### src/rtl/strram_pkg.sv
// Shared definitions for the string-RAM streaming controller: widths, default
// terminator, stream FSM encoding and arbiter index/priority names.
package strram_pkg;

   localparam int ADDR_W = 8;
   localparam int DATA_W = 8;

   localparam logic [DATA_W-1:0] TERM_DEFAULT = 8'h00;
   localparam logic [ADDR_W-1:0] ADDR_LAST    = 8'hFF;

   // Request/grant bit positions shared by the top and the arbiter.
   localparam int REQ_CPU = 0;
   localparam int REQ_STR = 1;

   typedef enum logic [2:0] {
      IDLE   = 3'd0,
      S_RD   = 3'd1,
      S_WAIT = 3'd2,
      S_SEND = 3'd3,
      S_DONE = 3'd4
   } stream_state_t;

   typedef enum logic {
      PRIO_CPU    = 1'b0,
      PRIO_STREAM = 1'b1
   } prio_t;

endpackage

### src/rtl/strram_rr_arb.sv
// Two-way round-robin arbiter: a lone request is granted at once; on a
// conflict the side that lost the previous conflict wins.
module strram_rr_arb
   import strram_pkg::*;
(
   input  logic       clk,
   input  logic       rst,
   input  logic [1:0] req,
   output logic [1:0] gnt
);

   prio_t prio_reg;
   prio_t prio_next;

   // Priority only moves on an actual conflict, so an uncontended stream of
   // requests from one side never starves the other of its next win.
   always_comb begin
      gnt       = 2'b00;
      prio_next = prio_reg;
      if (req == 2'b11) begin
         if (prio_reg == PRIO_CPU) begin
            gnt[REQ_CPU] = 1'b1;
            prio_next    = PRIO_STREAM;
         end else begin
            gnt[REQ_STR] = 1'b1;
            prio_next    = PRIO_CPU;
         end
      end else begin
         gnt = req;
      end
   end

   always_ff @(posedge clk) begin
      if (rst) begin
         prio_reg <= PRIO_CPU;
      end else begin
         prio_reg <= prio_next;
      end
   end

endmodule

### src/rtl/strram_stream_ctrl.sv
// Shares one RAM port between a CPU and a string streamer that emits bytes
// until TERM_BYTE or address 8'hFF. Optional abort input: STRRAM_STREAM_ABORT_EN.
module strram_stream_ctrl
   import strram_pkg::*;
#(
   parameter logic [DATA_W-1:0] TERM_BYTE = TERM_DEFAULT
) (
   input  logic              clk,
   input  logic              rst,
   input  logic              cpu_req,
   input  logic              cpu_wr,
   input  logic [ADDR_W-1:0] cpu_addr,
   input  logic [DATA_W-1:0] cpu_wdata,
   output logic [DATA_W-1:0] cpu_rdata,
   output logic              cpu_ack,
   input  logic              start,
   input  logic [ADDR_W-1:0] start_addr,
   output logic              busy,
   output logic              done,
   output logic [DATA_W-1:0] tx_data,
   output logic              tx_valid,
   input  logic              tx_ready,
`ifdef STRRAM_STREAM_ABORT_EN
   input  logic              abort,
`endif
   output logic [ADDR_W-1:0] mem_addr,
   output logic [DATA_W-1:0] mem_dat_in,
   input  logic [DATA_W-1:0] mem_dat_out,
   output logic              mem_rd,
   output logic              mem_wr
);

   stream_state_t     state_reg, state_next;
   logic [ADDR_W-1:0] ptr_reg, ptr_next;
   logic [DATA_W-1:0] tx_data_reg, tx_data_next;
   logic              cpu_ack_reg;
   logic              cpu_rd_pend_reg;
   logic [DATA_W-1:0] cpu_rdata_hold_reg;
   logic              abort_hit;
   logic              cpu_issue_req;
   logic              str_issue_req;
   logic [1:0]        gnt;

`ifdef STRRAM_STREAM_ABORT_EN
   assign abort_hit = abort;
`else
   assign abort_hit = 1'b0;
`endif

   // The CPU is done with its request in the ack cycle, so it never re-requests
   // back-to-back; that gap is what bounds stream contention to one cycle.
   assign cpu_issue_req = cpu_req & ~cpu_ack_reg & ~rst;
   assign str_issue_req = (state_reg == S_RD) & ~abort_hit & ~rst;

   strram_rr_arb u_arb (
      .clk (clk),
      .rst (rst),
      .req ({str_issue_req, cpu_issue_req}),
      .gnt (gnt)
   );

   always_comb begin
      mem_rd     = 1'b0;
      mem_wr     = 1'b0;
      mem_addr   = '0;
      mem_dat_in = '0;
      if (gnt[REQ_CPU]) begin
         mem_addr = cpu_addr;
         if (cpu_wr) begin
            mem_wr     = 1'b1;
            mem_dat_in = cpu_wdata;
         end else begin
            mem_rd = 1'b1;
         end
      end else if (gnt[REQ_STR]) begin
         mem_rd   = 1'b1;
         mem_addr = ptr_reg;
      end
   end

   always_ff @(posedge clk) begin
      if (rst) begin
         cpu_ack_reg        <= 1'b0;
         cpu_rd_pend_reg    <= 1'b0;
         cpu_rdata_hold_reg <= '0;
      end else begin
         cpu_ack_reg     <= gnt[REQ_CPU];
         cpu_rd_pend_reg <= gnt[REQ_CPU] & ~cpu_wr;
         if (cpu_rd_pend_reg) begin
            cpu_rdata_hold_reg <= mem_dat_out;
         end
      end
   end

   // Read data is presented straight from the RAM in the ack cycle, then held.
   assign cpu_ack   = cpu_ack_reg;
   assign cpu_rdata = cpu_rd_pend_reg ? mem_dat_out : cpu_rdata_hold_reg;

   always_comb begin
      state_next   = state_reg;
      ptr_next     = ptr_reg;
      tx_data_next = tx_data_reg;
      case (state_reg)
         IDLE: begin
            if (start) begin
               ptr_next   = start_addr;
               state_next = S_RD;
            end
         end
         S_RD: begin
            if (abort_hit) begin
               state_next = S_DONE;
            end else if (gnt[REQ_STR]) begin
               state_next = S_WAIT;
            end
         end
         S_WAIT: begin
            if (abort_hit || (mem_dat_out == TERM_BYTE)) begin
               state_next = S_DONE;
            end else begin
               tx_data_next = mem_dat_out;
               state_next   = S_SEND;
            end
         end
         S_SEND: begin
            if (abort_hit) begin
               state_next = S_DONE;
            end else if (tx_ready) begin
               if (ptr_reg == ADDR_LAST) begin
                  state_next = S_DONE;
               end else begin
                  ptr_next   = ptr_reg + 8'd1;
                  state_next = S_RD;
               end
            end
         end
         S_DONE:  state_next = IDLE;
         default: state_next = IDLE;
      endcase
   end

   always_comb begin
      busy     = (state_reg == S_RD) || (state_reg == S_WAIT) || (state_reg == S_SEND);
      done     = (state_reg == S_DONE);
      tx_valid = (state_reg == S_SEND);
      tx_data  = tx_data_reg;
   end

   always_ff @(posedge clk) begin
      if (rst) begin
         state_reg   <= IDLE;
         ptr_reg     <= '0;
         tx_data_reg <= '0;
      end else begin
         state_reg   <= state_next;
         ptr_reg     <= ptr_next;
         tx_data_reg <= tx_data_next;
      end
   end

endmodule

### config.mk
export PLATFORM = sky130hd
export DESIGN_NAME = strram_stream_ctrl
export DESIGN_NICKNAME = d
export VERILOG_FILES = /design/src/rtl/strram_pkg.sv /design/src/rtl/strram_rr_arb.sv /design/src/rtl/strram_stream_ctrl.sv
export SDC_FILE = /design/constraint.sdc
export NUM_CORES = 1
export LEC_CHECK = 0
export CAP_MARGIN = 30
export CELL_PAD_IN_SITES_DETAIL_PLACEMENT = 0
export CELL_PAD_IN_SITES_GLOBAL_PLACEMENT = 2
export CORE_ASPECT_RATIO = 0.7
export CORE_MARGIN = 3
export CORE_UTILIZATION = 23
export CTS_CLUSTER_DIAMETER = 80
export DETAILED_ROUTE_END_ITERATION = 8
export PLACE_DENSITY = 0.77
export SETUP_SLACK_MARGIN = 0.15
export SYNTH_ARGS = -nofsm -noshare
export SYNTH_HDL_FRONTEND = slang
export SYNTH_SLANG_ARGS = --single-unit
### constraint.sdc
create_clock -name clk -period 3.3 [get_ports clk]
set_clock_uncertainty 0.15 [all_clocks]
set_input_delay 0.99 -clock clk [delete_from_list [all_inputs] [get_ports clk]]
set_output_delay 0.99 -clock clk [all_outputs]
set_load 0.1 [all_outputs]
==> results.py <==
metrics = {
    "power": {
        "p_leak_nw": 1.19,
        "power_density_nw_per_um2": 381,
        "ir_drop_mv": 0.203,
    },
    "layout": {
        "final_area_um2": 3050,
        "num_antenna_cells": 0,
        "syn_to_final_growth_pct": 85.4,
        "final_core_util": 0.445,
        "drive_above_1_share": 0.396,
        "num-nets-final": 311,
    },
    "floorplanning": {
        "rows": 25,
        "design.core.area_um2": 6850,
        "num_io_pins": 76,
        "initial_utilization": 0.240,
        "die_area_um2": 8210,
        "die_w_um": 107,
        "die_h_um": 76.7,
    },
    "critical_path": {
        "crit_path_end_kind": "primary output",
        "cp_cell_sequence": "buf_8 > buf_6 > a211oi_4 > buf_4 > and3_4 > buf_12",
        "required_ns": 2.16,
        "start_kind": "primary input",
        "path_buf_inv": 4,
        "worst_path_max_delay_cell": "a211oi_4",
        "crit_type": "in -> out",
        "path_delay_family": "buffers and inverters",
        "rrSetupSlack_ns": 1.32,
        "reg2reg_from": "state_reg[0]",
        "cp_data_arrival_time_ns": 2.04,
        "critical_path.max_fanout": 4,
        "r2r-end": "ptr_reg[7]",
        "slowest_delay_ns": 0.30,
        "r2r_cells": 5,
    },
    "sta": {
        "fin_crit_ns": 3.18,
        "slew_headroom": 0.657,
        "slew_viol_final": 0,
        "final_hold_viol_count": 0,
        "period_share": 0.963,
        "max_freq_ghz": 0.315,
        "rsz0062_at_grt": "true",
        "final-setup-viol-count": 0,
        "tightest_slew_ns": 0.510,
    },
    "detailed_routing": {
        "vias": 1723,
        "antenna_left": 0,
        "routed_wl_mm": 5.50,
        "drtIter0Drc": 69,
        "vias_per_cell": 4.69,
        "drtPass1Iterations": 4,
        "drc": 0,
        "wl_per_cell_um": 15.0,
    },
    "clocking": {
        "cts_max_level": 2,
        "cts_buffers": 5,
        "clock_path_buffers": 2,
        "clockRootBuffer": "clkbuf_8",
        "cts_tree": "yes",
        "cts.clk_slew.worst_paths_ns": 0.06,
        "clock_latency_ns": 0.27,
        "clkSinkCount": 30,
    },
    "yosys": {
        "synth_flop_cell": "dfxtp_1",
        "synthArstFlopShare": 0,
        "syn_area_um2": 1640,
        "synth-edff-count": 0,
        "avgSynthCellArea_um2": 9.03,
        "yosys_warnings": 0,
        "yosysTopAreaCell": "dfxtp_1",
        "netlist_top_cells_count": "dfxtp_1 (30), nand2_1 (13), a21oi_1 (11)",
        "synth_seq_cells": 30,
        "synth_area_leaders": "dfxtp_1 (37%), mux2_2 (5.5%), a22o_1 (4.3%), and3_1 (3.8%), mux2i_1 (3.7%)",
        "synthCells": 182,
        "synth_top_area_frac": 0.365,
        "yosysMostFrequentCell": "dfxtp_1",
        "synth_nets": 221,
        "yosysSeqAreaShare": 0.365,
        "synth.distinct_cells": 49,
    },
    "worst_hold_path": {
        "hold_depth": 2,
        "holdPathEnd": "tx_data[1]",
        "hp-class": "reg -> reg",
        "min_from": "tx_data[1]",
    },
    "place": {
        "dp_hpwl_mm": 4.22,
        "port_buffers": 75,
        "placed_area_um2": 2850,
        "place_congestion": 0.758,
    },
    "outcome": {
        "status": "completed",
    },
    "global_routing": {
        "grt_pass1_vias": 1644,
        "grt_start_max_net_pins": 19,
        "grt_usage": 0.135,
        "grt_overflow": 0,
        "grt_pass1_wl_mm": 8.86,
        "antenna_found_initial": 0,
    },
    "job": {
        "max_cap_viol_count": 0,
    },
}
## stage by stage
step	setup TNS, ns	hold WS, ns	power (W)	worst slack, ns	instances
3_5_place_dp	-6.62	0.323	0.000852	-0.513	352
2_1_floorplan	-0.281	0.325	0.000686	-0.151	182
3_3_place_gp	-5.98	0.316	0.000852	-0.443	352
5_1_grt	0	0.362	0.00121	0.0701	367
6_report	0	0.330	0.00116	0.123	367
4_1_cts	0	0.332	0.00118	0.108	367
## layout make-up
cell class | instances | area (um^2)
Timing Repair Buffer | 95 | 1170
Fill cell | 660 | 3800
Sequential cell | 30 | 602
Inverter | 5 | 18.8
Multi-Input combinational cell | 135 | 1050
Tap cell | 94 | 118
Clock buffer | 7 | 86.3
Clock inverter | 1 | 5.00
## logic make-up after synthesis
| kind of cell | count (synthesis) | synth area share |
|---|---|---|
| simple gates | 74 | 0.263 |
| compound gates | 46 | 0.222 |
| flops | 30 | 0.365 |
| buf+inv | 17 | 0.0502 |
| mux | 14 | 0.0913 |
| fa+ha+maj | 1 | 0.00761 |
## layer usage
metal / routed length, um / part of all wire / GRT usage / up-vias
met1: 2840 / 0.52 / 0.198 / 812
met3: 305 / 0.055 / 0.0353 / 2
met2: 2310 / 0.42 / 0.192 / 52
met4: 38 / 0.0069 / 0.0383 / 0
li1: - / - / - / 857
met5: 0 / 0 / 0 / -
## cell usage in the layout (no fill, tap or decap), types with 3 or more instances in the layout
master and count:
clkdlybuf4s50_1 35, dfxtp_1 29, buf_12 27, buf_4 25
nand2_1 13, a21oi_1 11, nor2_1 9, mux2_2 8
a22o_2 8, and3_4 8, and2_1 8, mux2i_1 6
clkbuf_8 6, buf_6 6, nand3_1 5, inv_1 4
nor3b_1 3, nand2b_1 3, o21ai_0 3, nor3_1 3
a311o_1 3
## power breakdown
group | leakage (nW) | internal [W] | switching, W
clock network | 0.0482 | 0.000168 | 0.000133
registers | 0.245 | 0.000384 | 0.0000269
logic | 0.897 | 0.000185 | 0.000263
total | 1.19 | 0.000738 | 0.000423
## worst max-delay path by stage
stage                       start  slack (ns)       endpoint  depth (start not counted)
after detailed placement  cpu_req       -0.51    mem_addr[3]                          6
after CTS                     rst        0.11  mem_dat_in[7]                          6
after global placement    cpu_req       -0.44    mem_addr[5]                          6
after floorplan               rst       -0.15  mem_dat_in[0]                          4
after global routing      cpu_req        0.07  mem_dat_in[7]                          7
final                         rst        0.12  mem_dat_in[7]                          6
## worst register-to-register path, cell delays in order (launching register included)
cell	delay, ns
dfxtp_1	0.31
buf_4	0.16
or4b_4	0.60
a21oi_4	0.29
nand2_4	0.11
o32ai_1	0.28
## timing repair
| item | 4_1_cts | 5_1_grt |
|---|---|---|
| setup endpoints to repair | 18 | 18 |
| hold buffers | 0 | 0 |
| gates cloned | 1 | 0 |
| resized for setup | 21 | 3 |
| buffers inserted | 6 | 0 |
| pin swaps | 9 | 2 |
(Power assumes the default switching activity.)
